File: src/rtl/mem_port_responder.sv
// Memory-port responder: round-robin arbitration of per-processor block
// read/write requests onto a single memory port, one transaction at a time,
// with a one-cycle per-port acknowledge and a held read-data register.
module mem_port_responder #(
    parameter int NUM_PORTS       = 4,
    parameter int WORD_SIZE       = 32,
    parameter int BLOCK_SIZE      = 3,
    parameter int MEMORY_SIZE     = 1024,
    parameter int LOG_MEMORY_SIZE = $clog2(MEMORY_SIZE),
    parameter int READ_LATENCY    = 1
) (
    input  logic                                       in_clk,
    input  logic                                       in_reset,
    input  logic [NUM_PORTS-1:0]                       in_req,
    input  logic [NUM_PORTS-1:0]                       in_we,
    input  logic [NUM_PORTS*LOG_MEMORY_SIZE-1:0]       in_addr,
    input  logic [NUM_PORTS*BLOCK_SIZE*WORD_SIZE-1:0]  in_wdata,
    output logic [NUM_PORTS-1:0]                       out_ack,
    output logic [NUM_PORTS-1:0]                       out_rvalid,
    output logic [BLOCK_SIZE*WORD_SIZE-1:0]            out_rdata,
    output logic [LOG_MEMORY_SIZE-1:0]                 out_mem_address,
    output logic [BLOCK_SIZE*WORD_SIZE-1:0]            out_mem_data,
    output logic                                       out_mem_read_en,
    output logic                                       out_mem_write_en,
    input  logic [BLOCK_SIZE*WORD_SIZE-1:0]            in_mem_data
);

    localparam int BLOCK_W = BLOCK_SIZE * WORD_SIZE;
    localparam int PTR_W   = $clog2(NUM_PORTS);
    localparam int CNT_W   = $clog2(READ_LATENCY + 1);

    typedef enum logic [1:0] {
        IDLE  = 2'd0,
        ISSUE = 2'd1,
        WAIT  = 2'd2,
        RESP  = 2'd3
    } state_t;

    state_t               state_q, state_d;
    logic [PTR_W-1:0]     ptr_q, ptr_d;
    logic [PTR_W-1:0]     sel_q, sel_d;
    logic                 we_q, we_d;
    logic [CNT_W-1:0]     cnt_q, cnt_d;

    logic [LOG_MEMORY_SIZE-1:0] mem_addr_q, mem_addr_d;
    logic [BLOCK_W-1:0]         mem_data_q, mem_data_d;
    logic                       mem_re_q, mem_re_d;
    logic                       mem_we_q, mem_we_d;
    logic [BLOCK_W-1:0]         rdata_q, rdata_d;
    logic [NUM_PORTS-1:0]       ack_q, ack_d;
    logic [NUM_PORTS-1:0]       rvalid_q, rvalid_d;

    logic                 grant_valid;
    logic [PTR_W-1:0]     grant_idx;
    logic [PTR_W:0]       scan_sum;
    logic [PTR_W-1:0]     scan_idx;

    // Round-robin search: first requesting port at or after the pointer, wrapping.
    always_comb begin
        grant_valid = 1'b0;
        grant_idx   = '0;
        scan_sum    = '0;
        scan_idx    = '0;
        for (int k = 0; k < NUM_PORTS; k++) begin
            scan_sum = {1'b0, ptr_q} + (PTR_W+1)'(k);
            if (scan_sum >= (PTR_W+1)'(NUM_PORTS)) begin
                scan_sum = scan_sum - (PTR_W+1)'(NUM_PORTS);
            end
            scan_idx = scan_sum[PTR_W-1:0];
            if (!grant_valid && in_req[scan_idx]) begin
                grant_valid = 1'b1;
                grant_idx   = scan_idx;
            end
        end
    end

    // State register with the transaction context it owns.
    always_ff @(posedge in_clk) begin
        if (in_reset) begin
            state_q <= IDLE;
            ptr_q   <= '0;
            sel_q   <= '0;
            we_q    <= 1'b0;
            cnt_q   <= '0;
        end else begin
            state_q <= state_d;
            ptr_q   <= ptr_d;
            sel_q   <= sel_d;
            we_q    <= we_d;
            cnt_q   <= cnt_d;
        end
    end

    // Next-state logic: grant in IDLE, count read latency in WAIT, advance pointer past the served port in RESP.
    always_comb begin
        state_d = state_q;
        ptr_d   = ptr_q;
        sel_d   = sel_q;
        we_d    = we_q;
        cnt_d   = cnt_q;
        case (state_q)
            IDLE: begin
                if (grant_valid) begin
                    state_d = ISSUE;
                    sel_d   = grant_idx;
                    we_d    = in_we[grant_idx];
                end
            end
            ISSUE: begin
                if (we_q) begin
                    state_d = RESP;
                end else begin
                    state_d = WAIT;
                    cnt_d   = CNT_W'(READ_LATENCY);
                end
            end
            WAIT: begin
                cnt_d = cnt_q - 1'b1;
                if (cnt_q == CNT_W'(1)) begin
                    state_d = RESP;
                end
            end
            RESP: begin
                state_d = IDLE;
                ptr_d   = (sel_q == PTR_W'(NUM_PORTS - 1)) ? '0 : sel_q + 1'b1;
            end
            default: state_d = IDLE;
        endcase
    end

    // Output next values, decoded from the upcoming state so every output leaves a flop.
    always_comb begin
        mem_addr_d = mem_addr_q;
        mem_data_d = mem_data_q;
        rdata_d    = rdata_q;
        mem_re_d   = 1'b0;
        mem_we_d   = 1'b0;
        ack_d      = '0;
        rvalid_d   = '0;
        if (state_q == IDLE && grant_valid) begin
            mem_addr_d = in_addr[grant_idx*LOG_MEMORY_SIZE +: LOG_MEMORY_SIZE];
            mem_data_d = in_wdata[grant_idx*BLOCK_W +: BLOCK_W];
            mem_we_d   = in_we[grant_idx];
            mem_re_d   = !in_we[grant_idx];
        end
        if (state_q == WAIT && cnt_q == CNT_W'(1)) begin
            rdata_d = in_mem_data;
        end
        if (state_d == RESP) begin
            ack_d[sel_q]    = 1'b1;
            rvalid_d[sel_q] = !we_q;
        end
    end

    // Output registers; reset clears them so an aborted transaction leaves no trace.
    always_ff @(posedge in_clk) begin
        if (in_reset) begin
            mem_addr_q <= '0;
            mem_data_q <= '0;
            mem_re_q   <= 1'b0;
            mem_we_q   <= 1'b0;
            rdata_q    <= '0;
            ack_q      <= '0;
            rvalid_q   <= '0;
        end else begin
            mem_addr_q <= mem_addr_d;
            mem_data_q <= mem_data_d;
            mem_re_q   <= mem_re_d;
            mem_we_q   <= mem_we_d;
            rdata_q    <= rdata_d;
            ack_q      <= ack_d;
            rvalid_q   <= rvalid_d;
        end
    end

    assign out_ack          = ack_q;
    assign out_rvalid       = rvalid_q;
    assign out_rdata        = rdata_q;
    assign out_mem_address  = mem_addr_q;
    assign out_mem_data     = mem_data_q;
    assign out_mem_read_en  = mem_re_q;
    assign out_mem_write_en = mem_we_q;

endmodule

File: config.mk
export PLATFORM = sky130hd
export DESIGN_NAME = mem_port_responder
export DESIGN_NICKNAME = d
export VERILOG_FILES = /design/src/rtl/mem_port_responder.sv
export SDC_FILE = /design/constraint.sdc
export NUM_CORES = 1
export LEC_CHECK = 0
export ABC_AREA = 1
export BUFFER_PORTS_ARGS = -buffer_cell sky130_fd_sc_hd__buf_2
export CAP_MARGIN = 10
export CORE_AREA = 2 2 289 291
export CTS_CLUSTER_SIZE = 12
export DETAILED_ROUTE_END_ITERATION = 6
export DIE_AREA = 0 0 291 293
export SYNTH_ARGS = -nofsm -noshare
export SYNTH_HDL_FRONTEND = slang
export SYNTH_SLANG_ARGS = --single-unit
File: constraint.sdc
create_clock -name in_clk -period 2.64 [get_ports in_clk]
set_input_delay 0 -clock in_clk [delete_from_list [all_inputs] [get_ports in_clk]]
set_output_delay 0 -clock in_clk [all_outputs]
set_load 0.01 [all_outputs]
# == Word-level counts from Yosys, hierarchy flattened ==
# Cells that the tools add are included.
# totals
regBits,220
input_bits,530
wordCells,93
# op_classes
add_sub_neg,9
mul,2
order_cmp,11
n_eq_ne,6
n_shift,2
n_mux,31
n_bitwise,3
reduce_logical,17
# ops
cell,count
$shiftx 384x10->96,1
$shiftx 40x7->10,1
$mux 2,11
$lt 2x3->1 const B,6
$mux 1,12
$bmux 1 s2,5
$ge 3x3->1 const B,3
$eq 2x2->1 const B,4
$pmux 2 s4,1
$sub 2x1->2 const B,4
$add 2x2->3 const B,2
$logic_and 1x1->1,6
$logic_not 1->1,5
$mul 2x3->5 const B,1
$and 4x4->4,1
$mul 2x2->4 const B,1
$reduce_and 2->1,2
$reduce_or 2->1,2
$add 2x1->3 const B,1
$ge 2x3->1 const B,1
$add 2x1->2 const B,1
$demux 1 s2,1
$eq 2x1->1 const B,1
$ge 2x1->1 const B,1
other kinds (6),7

# == Depth between registers and ports, before layout ==
# Gate-level depths: netlist of the first run.
# depth
ltp_word,19
ltp_mapped,17
ltp_nobuf,15

# == Worst setup path before layout of the first run ==
# OpenSTA, ideal clock, no wires.
# synth_path
kind,reg-to-reg
start,register ptr_q[0]
end,"register mem_addr_q[0], in the netlist out_mem_address[0]"
setup_time_ps,109
t_arrival_ps,1776
required_ps,2531
path_slack_ps,755
path_stages_with_launch,16
n_path_buf,3
synth_period_minus_slack_ps,1885
cell_sequence,dfxtp_1 -> buf_4 -> inv_4 -> nand2_1 -> nand3_1 -> nand2_1 -> nor2_4 -> nand3_4 -> nand3_4 -> buf_4 -> buf_2 -> nand2_1 -> nand3_1 -> nand3_1 -> nand2_1 -> inv_1
# synth_between
elab_chain_len,16
word_cells_on_any_way,40
classes_between,add/sub: 7; mul: 1; order compare: 4; shift: 1; mux: 20; reduce/logical: 7
# synth_lines
element,line,source
from (decl),40,"logic [PTR_W-1:0] ptr_q, ptr_d;"
from (signal assigned),87,ptr_q <= ptr_d;
"parallel branches: the longest is 16 deep, another holds $add 2x1->3",n/a,
to (signal assigned),166,mem_addr_q <= mem_addr_d;
to (decl),45,"logic [LOG_MEMORY_SIZE-1:0] mem_addr_q, mem_addr_d;"
# Several ways; the timed one is not identified. The select of a mux whose other input is x is not followed.
# A chain may end at the register's enable or synchronous reset.

# == Worst setup path in the final report of the first run ==
# layout_path
start,register ptr_q[0]
end,"register mem_data_q[32], in the netlist out_mem_data[32]"
# layout_between
elab_chain_len,16
word_cells_on_any_way,40
classes_between,add/sub: 7; mul: 1; order compare: 4; shift: 1; mux: 20; reduce/logical: 7
# layout_lines
element,line,source
"parallel branches: the longest is 16 deep, another holds $add 2x1->3",n/a,
to (signal assigned),167,mem_data_q <= mem_data_d;
to (decl),46,"logic [BLOCK_W-1:0] mem_data_q, mem_data_d;"
# Several ways; the timed one is not identified. The select of a mux whose other input is x is not followed.

==> results of run 1 <==
## cells by family after synthesis
| group | share of synthesized area |
|---|---|
| buffers and inverters | 0.1620 |
| AND/OR/NAND/NOR | 0.3827 |
| AO/OA/AOI/OAI | 0.1035 |
| flip-flops | 0.3478 |
| adder cells (fa/ha/maj) | 0.003952 |
## worst paths after layout
path	startpoint	cells after the start	slack (ps)	end
worst min-delay path	in_mem_data[48]	4	200	out_rdata[48]
worst min register to register	out_rdata[86]	2	460	out_rdata[86]
worst max register to register	ptr_q[0]	13	250	out_mem_data[32]
worst max-delay path	ptr_q[0]	13	250	out_mem_data[32]
## state kept, by name, indices dropped and copies added, names as in the netlist
name,cells
cnt_q,1
out_ack,4
out_mem_address,10
out_mem_data,96
out_mem_read_en,1
out_mem_write_en,1
out_rdata,96
out_rvalid,4
ptr_q,2
sel_q,2
state_q,2
we_q,1
## Yosys cell counts (all sizes together)
library cell	number
a21oi	99
nand4	107
o21ai	159
nand3	149
o22ai	1
nand2	694
a31oi	1
buf	79
dfxtp	220
ha	4
nor3	6
clkbuf	71
a211oi	1
nor2	197
inv	354
## timing repair
action | 4_1_cts | 5_1_grt
resized for setup | 0 | 2
endpoints found under the setup margin | 0 | 80
endpoints found under the hold margin | 209 | 0
hold buffers | 525 | 0
## where the power goes
part | switching, mW | total (mW) | internal [mW]
clock network | 1.70 | 3.99 | 2.29
logic | 4.95 | 8.04 | 3.09
registers | 0.464 | 4.61 | 4.14
## worst min-delay path, cell delays in order
cell and delay (ps):
dlygate4sd3_1 520, buf_2 90, nand2_1 50, a21oi_1 100
## layer usage
metal / up-vias / routed length (um) / GRT usage
met3: 304 / 5689 / 0.03933
met5: - / 68 / 0
met4: 10 / 4896 / 0.1035
met1: 8175 / 27350 / 0.1751
met2: 1095 / 32280 / 0.2634
li1: 9012 / - / -
## per-stage QoR
step	setup WS, ps	total power [mW]
after floorplan	754.6	9.015
after global placement	64.74	11.99
after detailed placement	58.83	12.01
after CTS	15.36	16.79
after global routing	-0.4061	17.86
final	248.0	16.64
## area by class of cell
class | count | area (um^2)
Sequential cell | 220 | 4405
Clock inverter | 14 | 118.9
Tap cell | 1070 | 1339
Antenna cell | 1 | 2.502
Inverter | 354 | 1334
Clock buffer | 40 | 828.3
Timing Repair Buffer | 1310 | 9504
Fill cell | 8635 | 58090
Multi-Input combinational cell | 1418 | 6226
==> metrics, run 1 <==
fin nets between 3000 and 4000; Placed Cells around 3800; Fin. Hold Viols 0; synthesis-to-layout area growth 87.59%; Crit-path slowest cell dfxtp_2; most area-consuming cells after synthesis dfxtp_1 (35%), nand2_1 (20%), inv_1 (10%); Setup CP Type flop to flop; peak supply drop roughly 0.47 mV; clk root buf clkbuf_16; largest area contributor in the netlist dfxtp_1; TritonCTS Sinks 220; critical path buffer and inverter count 3; Synth warnings 0; vias post-DR between 15000 and 20000; Initial Utilization 0.1547; GP Congestion approximately 0.9; Starting DRT DRC Count between 1000 and 1500; full die area around 85000 um^2; layout cells sized above 1 0.2542; vias in the first global route between 15000 and 20000; Slew Viols, Final 0; Final ANT Viol Nets 0; CP endpoint kind flop; commonest non-fill, non-tap cell in the layout buf_2; gr ovfl total 0; Pwr Density around 700 nW/um^2; status finished, final reports clean; startpoint class of the critical path flop; fin cells around 4400; Netlist Area Pre-Place 12660 um^2; Slew @ Worst Pin slightly below 800 ps; Pleak 12.64 nW; Syn Area/Cell 5.913 um^2; total I/O pin count around 740; Hold WC Path Type input port to flop; total of max-cap violations 0; Hold Slack between 150 and 200 ps; largest fanout on the critical path 38; Die H 293 um; initial antenna violation count 7; Syn Nets 2676; WL/cell ~16 um; skew final between 10 and 15 ps; sequential area share after synthesis 0.3478; post-route cell area 23760 um^2; Syn Inst Count approximately 2100; pin count of the biggest net entering global routing roughly 150; CP cell instances inv_4 -> nand2_1 -> nand2_2 -> nand2_1 -> nand2_1 -> nor2_4 -> nand3_4 -> nand3_4 -> buf_12 -> buf_4 -> o21ai_0 -> o21ai_0 -> nor2_1; commonest non-fill, non-tap cells in the layout buf_2 (740), nand2_1 (687), dlygate4sd3_1 (525); Core Region roughly 80000 um^2; CTS H-tree lvls 1; first-pass GRT wire length around 100000 um; Clock Path Buffers 3; CP most frequent cell nand2_1; Buffers on Ports approximately 740; via density per instance 4.201; row cnt between 100 and 150; slowest cell delay on critical path roughly 440 ps; Die Wd roughly 290 um; clk slew on worst S/H paths roughly 60 ps; post-synth cell types 28; Total GRT Usage 0.1563; drt drc 0; setup TNS 0 ps; DRT Pass-1 Iters 7; final critical-path share of the clock period 0.9061; Num CTS Buffers 30; Setup-failing EPs final 0; Achievable Freq roughly 420 MHz; Synth Register Bits 220; Area after DPL 17550 um^2; CP top delay family simple AND/OR/NAND/NOR gates; Routed WL 70290 um; Worst slew margin 0.4795; post-CTS setup buffer count 0; Critical Path RT between 3000 and 4000 ps; post-DP HPWL roughly 46000 um; final design utilization 0.2903; CTS tree done; WP data arrival between 2000 and 3000 ps; minimum clock period 2392 ps; Yosys top cell area share 0.3478; Clock Latency Late Sink around 590 ps
Note: power is estimated with default switching activity, not from simulation.
==> run 2: changes to the inputs <==
==> constraint.sdc (replaced) <==
create_clock -name in_clk -period 2.23 [get_ports in_clk]
set_input_delay 0 -clock in_clk [delete_from_list [all_inputs] [get_ports in_clk]]
set_output_delay 0 -clock in_clk [all_outputs]
set_load 0.01 [all_outputs]
==> run 2 against run 1 <==
The flow now finishes with violations (negative setup slack). Count of clock-buffer cells in the layout down 3. Sequential power up 18%. Sequential share of layout area is 1.5 points lower. Final cell count grew 1.6%. Final area is 8.6% higher. Critical path depth is 3 higher. Total power is 37% higher. Non-clock buffer count increased by 72. Combinational power grew 52%. Core utilization rose by 2.5 points. Largest cell class unchanged.
==> metrics, run 2 (synthesis gave the netlist of run 1 again) <==
status finished, violations left; violated checks negative setup slack; Area after DPL 17940 um^2 (+2.2%); Clock Latency Late Sink 590 ps (about the same); Die Wd 291 um (unchanged); r2r worst-path depth 16 (+3); Seq pwr share 0.240 (-0.037); CP endpoint kind flop; Crit-path slowest cell dfxtp_2; R2R Path End out_mem_data[38]; full die area 85260 um^2 (unchanged); slowest cell delay on critical path 360 ps (-80 ps); via density per instance 4.274 (+1.7%); Net Sw Power 9.568 mW (+34%); minimum clock period 2251 ps (-141.0 ps); CP most frequent cell buf_6; largest fanout on the critical path 34 (-11%); Internal Power 13.18 mW (+38%); initial antenna violation count 7 (unchanged); clk slew on worst S/H paths 60 ps (about the same); Worst Setup SP ptr_q[0]; first-pass GRT wire length 108200 um (+3.4%); grt met3 use 0.04062 (+0.001286); Slew Viols, Final 0 (unchanged); Clock Path Buffers 3 (unchanged); drt drc 0 (unchanged); Hold Slack 193.4 ps (-5.531 ps); fin cells 4497 (+1.6%); row cnt 105 (unchanged); Pleak 13.58 nW (+7.5%); vias in the first global route 19251 (+2.5%); TritonCTS Sinks 220 (unchanged); Starting DRT DRC Count 1214 (+18%); Buffers on Ports 741 (unchanged); Core Region 81850 um^2 (unchanged); Critical Path Stages 16 (+3); Die H 293 um (unchanged); RSZ-0062 raised after global routing true; commonest non-fill, non-tap cell in the layout buf_2; Routed WL 76920 um (+9.4%); Setup-failing EPs final 2 (+2); startpoint class of the critical path flop; Final ANT Viol Nets 0 (unchanged); DRT Pass-1 Iters 6 (-1); post-DP HPWL 46630 um (+2.0%); commonest non-fill, non-tap cells in the layout buf_2 (740), nand2_1 (616), dlygate4sd3_1 (525); Final Power 22.75 mW (+37%); vias post-DR 19219 (+3.4%); Net Sw Frac 0.4206 (-0.007204); worst setup path end out_mem_data[38]; CP cell instances buf_6 -> buf_6 -> nand2_4 -> nand2_4 -> nand2_2 -> nand2_2 -> nor2_4 -> nand3_4 -> buf_6 -> buf_4 -> buf_12 -> nand4_1 -> nand3_2 -> nand3_2 -> nand2_1 -> inv_1; layout cells sized above 1 0.3187 (+0.06457); final design utilization 0.3152 (+0.02490); Achievable Freq 444.2 MHz (+6.3%); clk root buf clkbuf_16; Total GRT Usage 0.1617 (+0.005328); CP top delay family buffers and inverters; Reg2Reg Setup Slack -20 ps (-270 ps); GP Congestion 0.8974 (+1.4%); Fin. Hold Viols 0 (unchanged); post-route cell area 25800 um^2 (+8.6%); final critical-path share of the clock period 1.009 (+0.1033); synthesis-to-layout area growth 103.7%; Hold WC Path Type input port to flop; Critical Path RT 2720 ps (-410 ps); gr busiest metal met2; Slew @ Worst Pin 1074 ps (+292.8 ps); total I/O pin count 742 (unchanged); met1 track demand over resource 0.1804 (+0.005296); gr ovfl total 0 (unchanged); PnR worst setup slack -20.99 ps (-269.0 ps); total of max-cap violations 0 (unchanged); Gate power share 0.538 (+0.055); Placed Cells 3886 (+1.0%); FF-to-FF Start ptr_q[0]; Num CTS Buffers 29 (-3.3%); critical path buffer and inverter count 6 (+3); clock network power share 0.223 (-0.017); CTS H-tree lvls 1 (unchanged); Initial Utilization 0.1547 (unchanged); WP data arrival 2740 ps (-140 ps); skew final 8.251 ps (-2.945 ps); pin count of the biggest net entering global routing 146 (unchanged); WL/cell 17.10 um (+7.7%); met2 Use GR 0.2733 (+0.009919); Pwr Density 881.8 nW/um^2 (+26%); peak supply drop 0.5738 mV (+21%); Worst slew margin 0.2843 (-0.1952); CTS tree done; Setup CP Type flop to flop; fin nets 3939 (+1.8%)
[run 2: cell count changes in the layout (fill, tap and decap cells not counted), sizes merged]
| cell | delta |
|---|---|
| clkbuf | +12 |
| bufinv | +3 |
| buf | +57 |
| inv | +2 |
| clkinv | -5 |
| clkinvlp | +1 |
[run 2: layout make-up]
type                       instances  area (um^2)
multi-input combinational       1418         6968
clock inverter                    15        201.4
clock buffer                      37        815.8
timing repair buffer            1382        10720
sequential                       220         4409
fill                            8294        56050
antenna                            1        2.502
tap                             1070         1339
inverter                         354         1338
[run 2: metal layers]
metal,up-vias,share of wire
li1,9164,-
met2,1218,0.47
met4,2,0.071
met5,-,0.00014
met3,356,0.085
met1,8479,0.38
[run 2: how the worst min path moves through the flow]
stage                                from          endpoint  cells after the start
after detailed placement  in_mem_data[51]     out_rdata[51]                      3
final                     in_mem_data[51]     out_rdata[51]                      4
after floorplan            in_mem_data[0]      out_rdata[0]                      2
after global placement    in_mem_data[10]     out_rdata[10]                      3
after global routing      in_mem_data[65]     out_rdata[65]                      4
after CTS                   in_wdata[131]  out_mem_data[35]                      7
[run 2: worst min-delay path: stages]
cell	delay [ps]
dlygate4sd3_1	510
buf_2	90
nand2_1	40
a21oi_1	100
[run 2: metrics by stage]
| step | setup TNS, ps | worst slack, ps |
|---|---|---|
| after floorplan | 0 | 344.6 |
| after global placement | -3199 | -204.8 |
| after detailed placement | -6038 | -212.7 |
| after CTS | -220.0 | -42.29 |
| after global routing | -5825 | -153.4 |
| final | -41.38 | -20.99 |
[run 2: power groups by stage]
stage	registers, mW	clock network, mW	logic (mW)
2_1_floorplan	5.88	0	4.79
3_3_place_gp	5.48	0	9.18
3_5_place_dp	5.49	0	9.18
4_1_cts	5.43	5.28	10.4
5_1_grt	5.55	5.41	13.3
6_report	5.45	5.06	12.2
[run 2: what timing repair did]
action | 4_1_cts | 5_1_grt
gates cloned | 4 | 16
setup buffers | 6 | 9
hold buffers | 524 | 1
pin swaps | 4 | 66
setup endpoints to repair | 98 | 110
endpoints found under the hold margin | 208 | 1
resized for setup | 25 | 256
==> run 3: changes to the inputs <==
--- a/config.mk
+++ b/config.mk
@@ -8,10 +8,10 @@
 export ABC_AREA = 1
 export BUFFER_PORTS_ARGS = -buffer_cell sky130_fd_sc_hd__buf_2
 export CAP_MARGIN = 10
-export CORE_AREA = 2 2 289 291
+export CORE_AREA = 2 2 288 290
 export CTS_CLUSTER_SIZE = 12
 export DETAILED_ROUTE_END_ITERATION = 6
-export DIE_AREA = 0 0 291 293
+export DIE_AREA = 0 0 290 292
 export SYNTH_ARGS = -nofsm -noshare
 export SYNTH_HDL_FRONTEND = slang
 export SYNTH_SLANG_ARGS = --single-unit
==> constraint.sdc (replaced) <==
create_clock -name in_clk -period 2.6 [get_ports in_clk]
set_input_delay 0 -clock in_clk [delete_from_list [all_inputs] [get_ports in_clk]]
set_output_delay 0 -clock in_clk [all_outputs]
set_load 0.01 [all_outputs]
==> run 3 against run 2 <==
The run now ends clean. Critical path depth stayed put. Clock power is 12% lower. Sequential power is 14% lower. Global-route usage is 0.24 points lower. First-iteration DRC count is 9.4% lower. Sequential cell count stayed put. Final area is 6.9% lower. Setup slack better by 190 ps. Wire length is 7.8% lower. Maximum frequency is 7.3% lower. Core utilization is 2.1 points lower. Clock skew is 1.6 ps higher.
==> metrics, run 3 (synthesis gave the netlist of run 1 again) <==
Net Sw Power 7.320 mW (-23%); clk slew on worst S/H paths 60 ps (about the same); synthesis-to-layout area growth 89.66%; DR WL met3 6072 um (-6.9%); pin count of the biggest net entering global routing 146 (unchanged); Seq pwr share 0.269 (+0.029); first-pass GRT wire length 106100 um (-1.9%); Placed Cells 3861 (-0.64%); fillers 8574 (+3.4%); DR WL met2 32380 um (-9.6%); Num CTS Buffers 30 (+3.4%); worst setup path end out_mem_data[45]; final critical-path share of the clock period 0.9334 (-0.07596); row cnt 105 (unchanged); total of max-cap violations 0 (unchanged); peak supply drop 0.5859 mV (+2.1%); via density per instance 4.180 (-2.2%); Slew @ Worst Pin 1204 ps (+130.8 ps); total I/O pin count 742 (unchanged); Core Region 81580 um^2 (-0.32%); fin nets 3887 (-1.3%); startpoint class of the critical path flop; gr ovfl total 0 (unchanged); Hold WC Path Type input port to flop; WL met1 28010 um (-3.9%); Achievable Freq 412.0 MHz (-7.3%); layout cells sized above 1 0.2589 (-0.05985); Area after DPL 17630 um^2 (-1.7%); Pleak 12.78 nW (-5.9%); initial antenna violation count 8 (+1); Die Wd 290 um (-0.34%); Die H 292 um (-0.34%); Reg2Reg Setup Slack 170 ps (+190 ps); critical path buffer and inverter count 4 (-2); vias in the first global route 18737 (-2.7%); PnR worst setup slack 173.0 ps (+194.0 ps); WP data arrival 2920 ps (+180 ps); FF-to-FF Start ptr_q[0]; minimum clock period 2427 ps (+176.0 ps); Worst Setup SP ptr_q[0]; commonest non-fill, non-tap cells in the layout buf_2 (740), nand2_1 (687), dlygate4sd3_1 (530); Clock Latency Late Sink 610 ps (+20 ps); vias post-DR 18608 (-3.2%); Net Sw Frac 0.4215 (+0.0008378); largest fanout on the critical path 22 (-35%); Clock Path Buffers 3 (unchanged); Setup-failing EPs final 0 (-2); Fin. Hold Viols 0 (unchanged); TritonCTS Sinks 220 (unchanged); clock network power share 0.255 (+0.032); Setup CP Type flop to flop; Register Area 4407 um^2 (about the same); slowest cell delay on critical path 550 ps (+190 ps); Routed WL 70930 um (-7.8%); Crit-path slowest cell dlygate4sd3_1; Pwr Density 723.1 nW/um^2 (-18%); CTS tree done; DR top layer met5; Worst slew margin 0.1971 (-0.08720); post-route cell area 24020 um^2 (-6.9%); post-DP HPWL 47500 um (+1.9%); WL/cell 15.93 um (-6.9%); full die area 84680 um^2 (-0.68%); CTS H-tree lvls 1 (unchanged); Critical Path Stages 16 (unchanged); worst slack, placed 218.3 ps (+431.0 ps); skew final 9.892 ps (+1.641 ps); Final ANT Viol Nets 0 (unchanged); CP endpoint kind flop; Gate power share 0.476 (-0.062); Internal Power 10.05 mW (-24%); post-CTS setup buffer count 0 (-6); RSZ-0062 raised after global routing false; drt drc 0 (unchanged); Critical Path RT 3100 ps (+380 ps); GP Congestion 0.9561 (+6.5%); Total GRT Usage 0.1593 (-0.002368); Starting DRT DRC Count 1100 (-9.4%); Initial Utilization 0.1552 (+0.0004983); CP cell instances buf_6 -> nand2_1 -> nand3_1 -> nand2_1 -> inv_2 -> nand2_1 -> nand2_4 -> nand3_4 -> buf_12 -> nand2_1 -> nand2_1 -> dlygate4sd3_1 -> nand2_1 -> nand2_1 -> nand2_1 -> nand2_1; multi-input logic area 6226 um^2 (-11%); Slew Viols, Final 0 (unchanged); status finished, final reports clean; DRT Pass-1 Iters 6 (unchanged); CP most frequent cell nand2_1; commonest non-fill, non-tap cell in the layout buf_2; clk root buf clkbuf_16; r2r worst-path depth 16 (unchanged); fin cells 4452 (-1.0%); R2R Path End out_mem_data[45]; Buffers on Ports 741 (unchanged); setup TNS 0 ps (+41.38 ps); CP top delay family buffers and inverters
-- run 3: cell count changes in the layout (fill, tap and decap cells not counted), sizes merged --
cell,previous run,this run
inv,355,352
buf,842,799
clkbuf,52,37
clkinv,7,13
diode,1,6
dlygate4sd3,525,530
-- run 3: worst reg2reg max path, cell delays in order (launching register included) --
cell           delay (ps)
dfxtp_2               350
buf_6                 150
nand2_1                70
nand3_1               100
nand2_1               130
inv_2                 110
nand2_1                90
nand2_4               120
nand3_4               110
buf_12                180
nand2_1                90
nand2_1                50
dlygate4sd3_1         550
nand2_1                70
nand2_1                50
nand2_1                50
nand2_1                50
-- run 3: per-layer routing --
layer / up-vias / global-route usage
met4: 4 / 0.09654
li1: 9058 / -
met1: 8192 / 0.1834
met2: 1066 / 0.2633
met5: - / 0
met3: 288 / 0.04377
-- run 3: how the worst min path moves through the flow --
| stage | startpoint | end | cells past startpoint |
|---|---|---|---|
| finish | in_wdata[102] | out_mem_data[6] | 7 |
| detailed placement | in_mem_data[87] | out_rdata[87] | 3 |
| global route | in_wdata[102] | out_mem_data[6] | 7 |
| floorplan | in_mem_data[0] | out_rdata[0] | 2 |
| CTS | in_wdata[102] | out_mem_data[6] | 7 |
| global placement | in_mem_data[59] | out_rdata[59] | 3 |
-- run 3: power groups by stage --
| stage | Sequential [mW] | Clock (mW) | Combinational, mW |
|---|---|---|---|
| after floorplan | 5.05 | 0 | 4.11 |
| after global placement | 4.71 | 0 | 7.53 |
| after detailed placement | 4.72 | 0 | 7.55 |
| after CTS | 4.66 | 4.63 | 8.20 |
| after global routing | 4.76 | 4.72 | 9.15 |
| final | 4.67 | 4.43 | 8.27 |
-- run 3: stage by stage --
stage / utilization / hold slack (ps) / power [mW]
final: 0.2944 / 57.00 / 17.37
after global routing: 0.2943 / 58.37 / 18.63
after CTS: 0.2941 / 0.5214 / 17.49
after detailed placement: 0.2161 / 255.9 / 12.27
after global placement: 0.2161 / 250.4 / 12.24
after floorplan: - / 144.6 / 9.154
-- run 3: timing repair --
| item | CTS | global route |
|---|---|---|
| resized for setup | 0 | 5 |
| endpoints found under the hold margin | 209 | 0 |
| hold buffers | 530 | 0 |
| endpoints found under the setup margin | 0 | 35 |
-- run 3: cell type report --
class,count,area share
antenna,6,0.0006251
clock buffer,37,0.03443
clock inverter,18,0.009741
inverter,354,0.05553
multi-input combinational,1418,0.2592
sequential,220,0.1835
tap,1070,0.05574
timing repair buffer,1329,0.4013
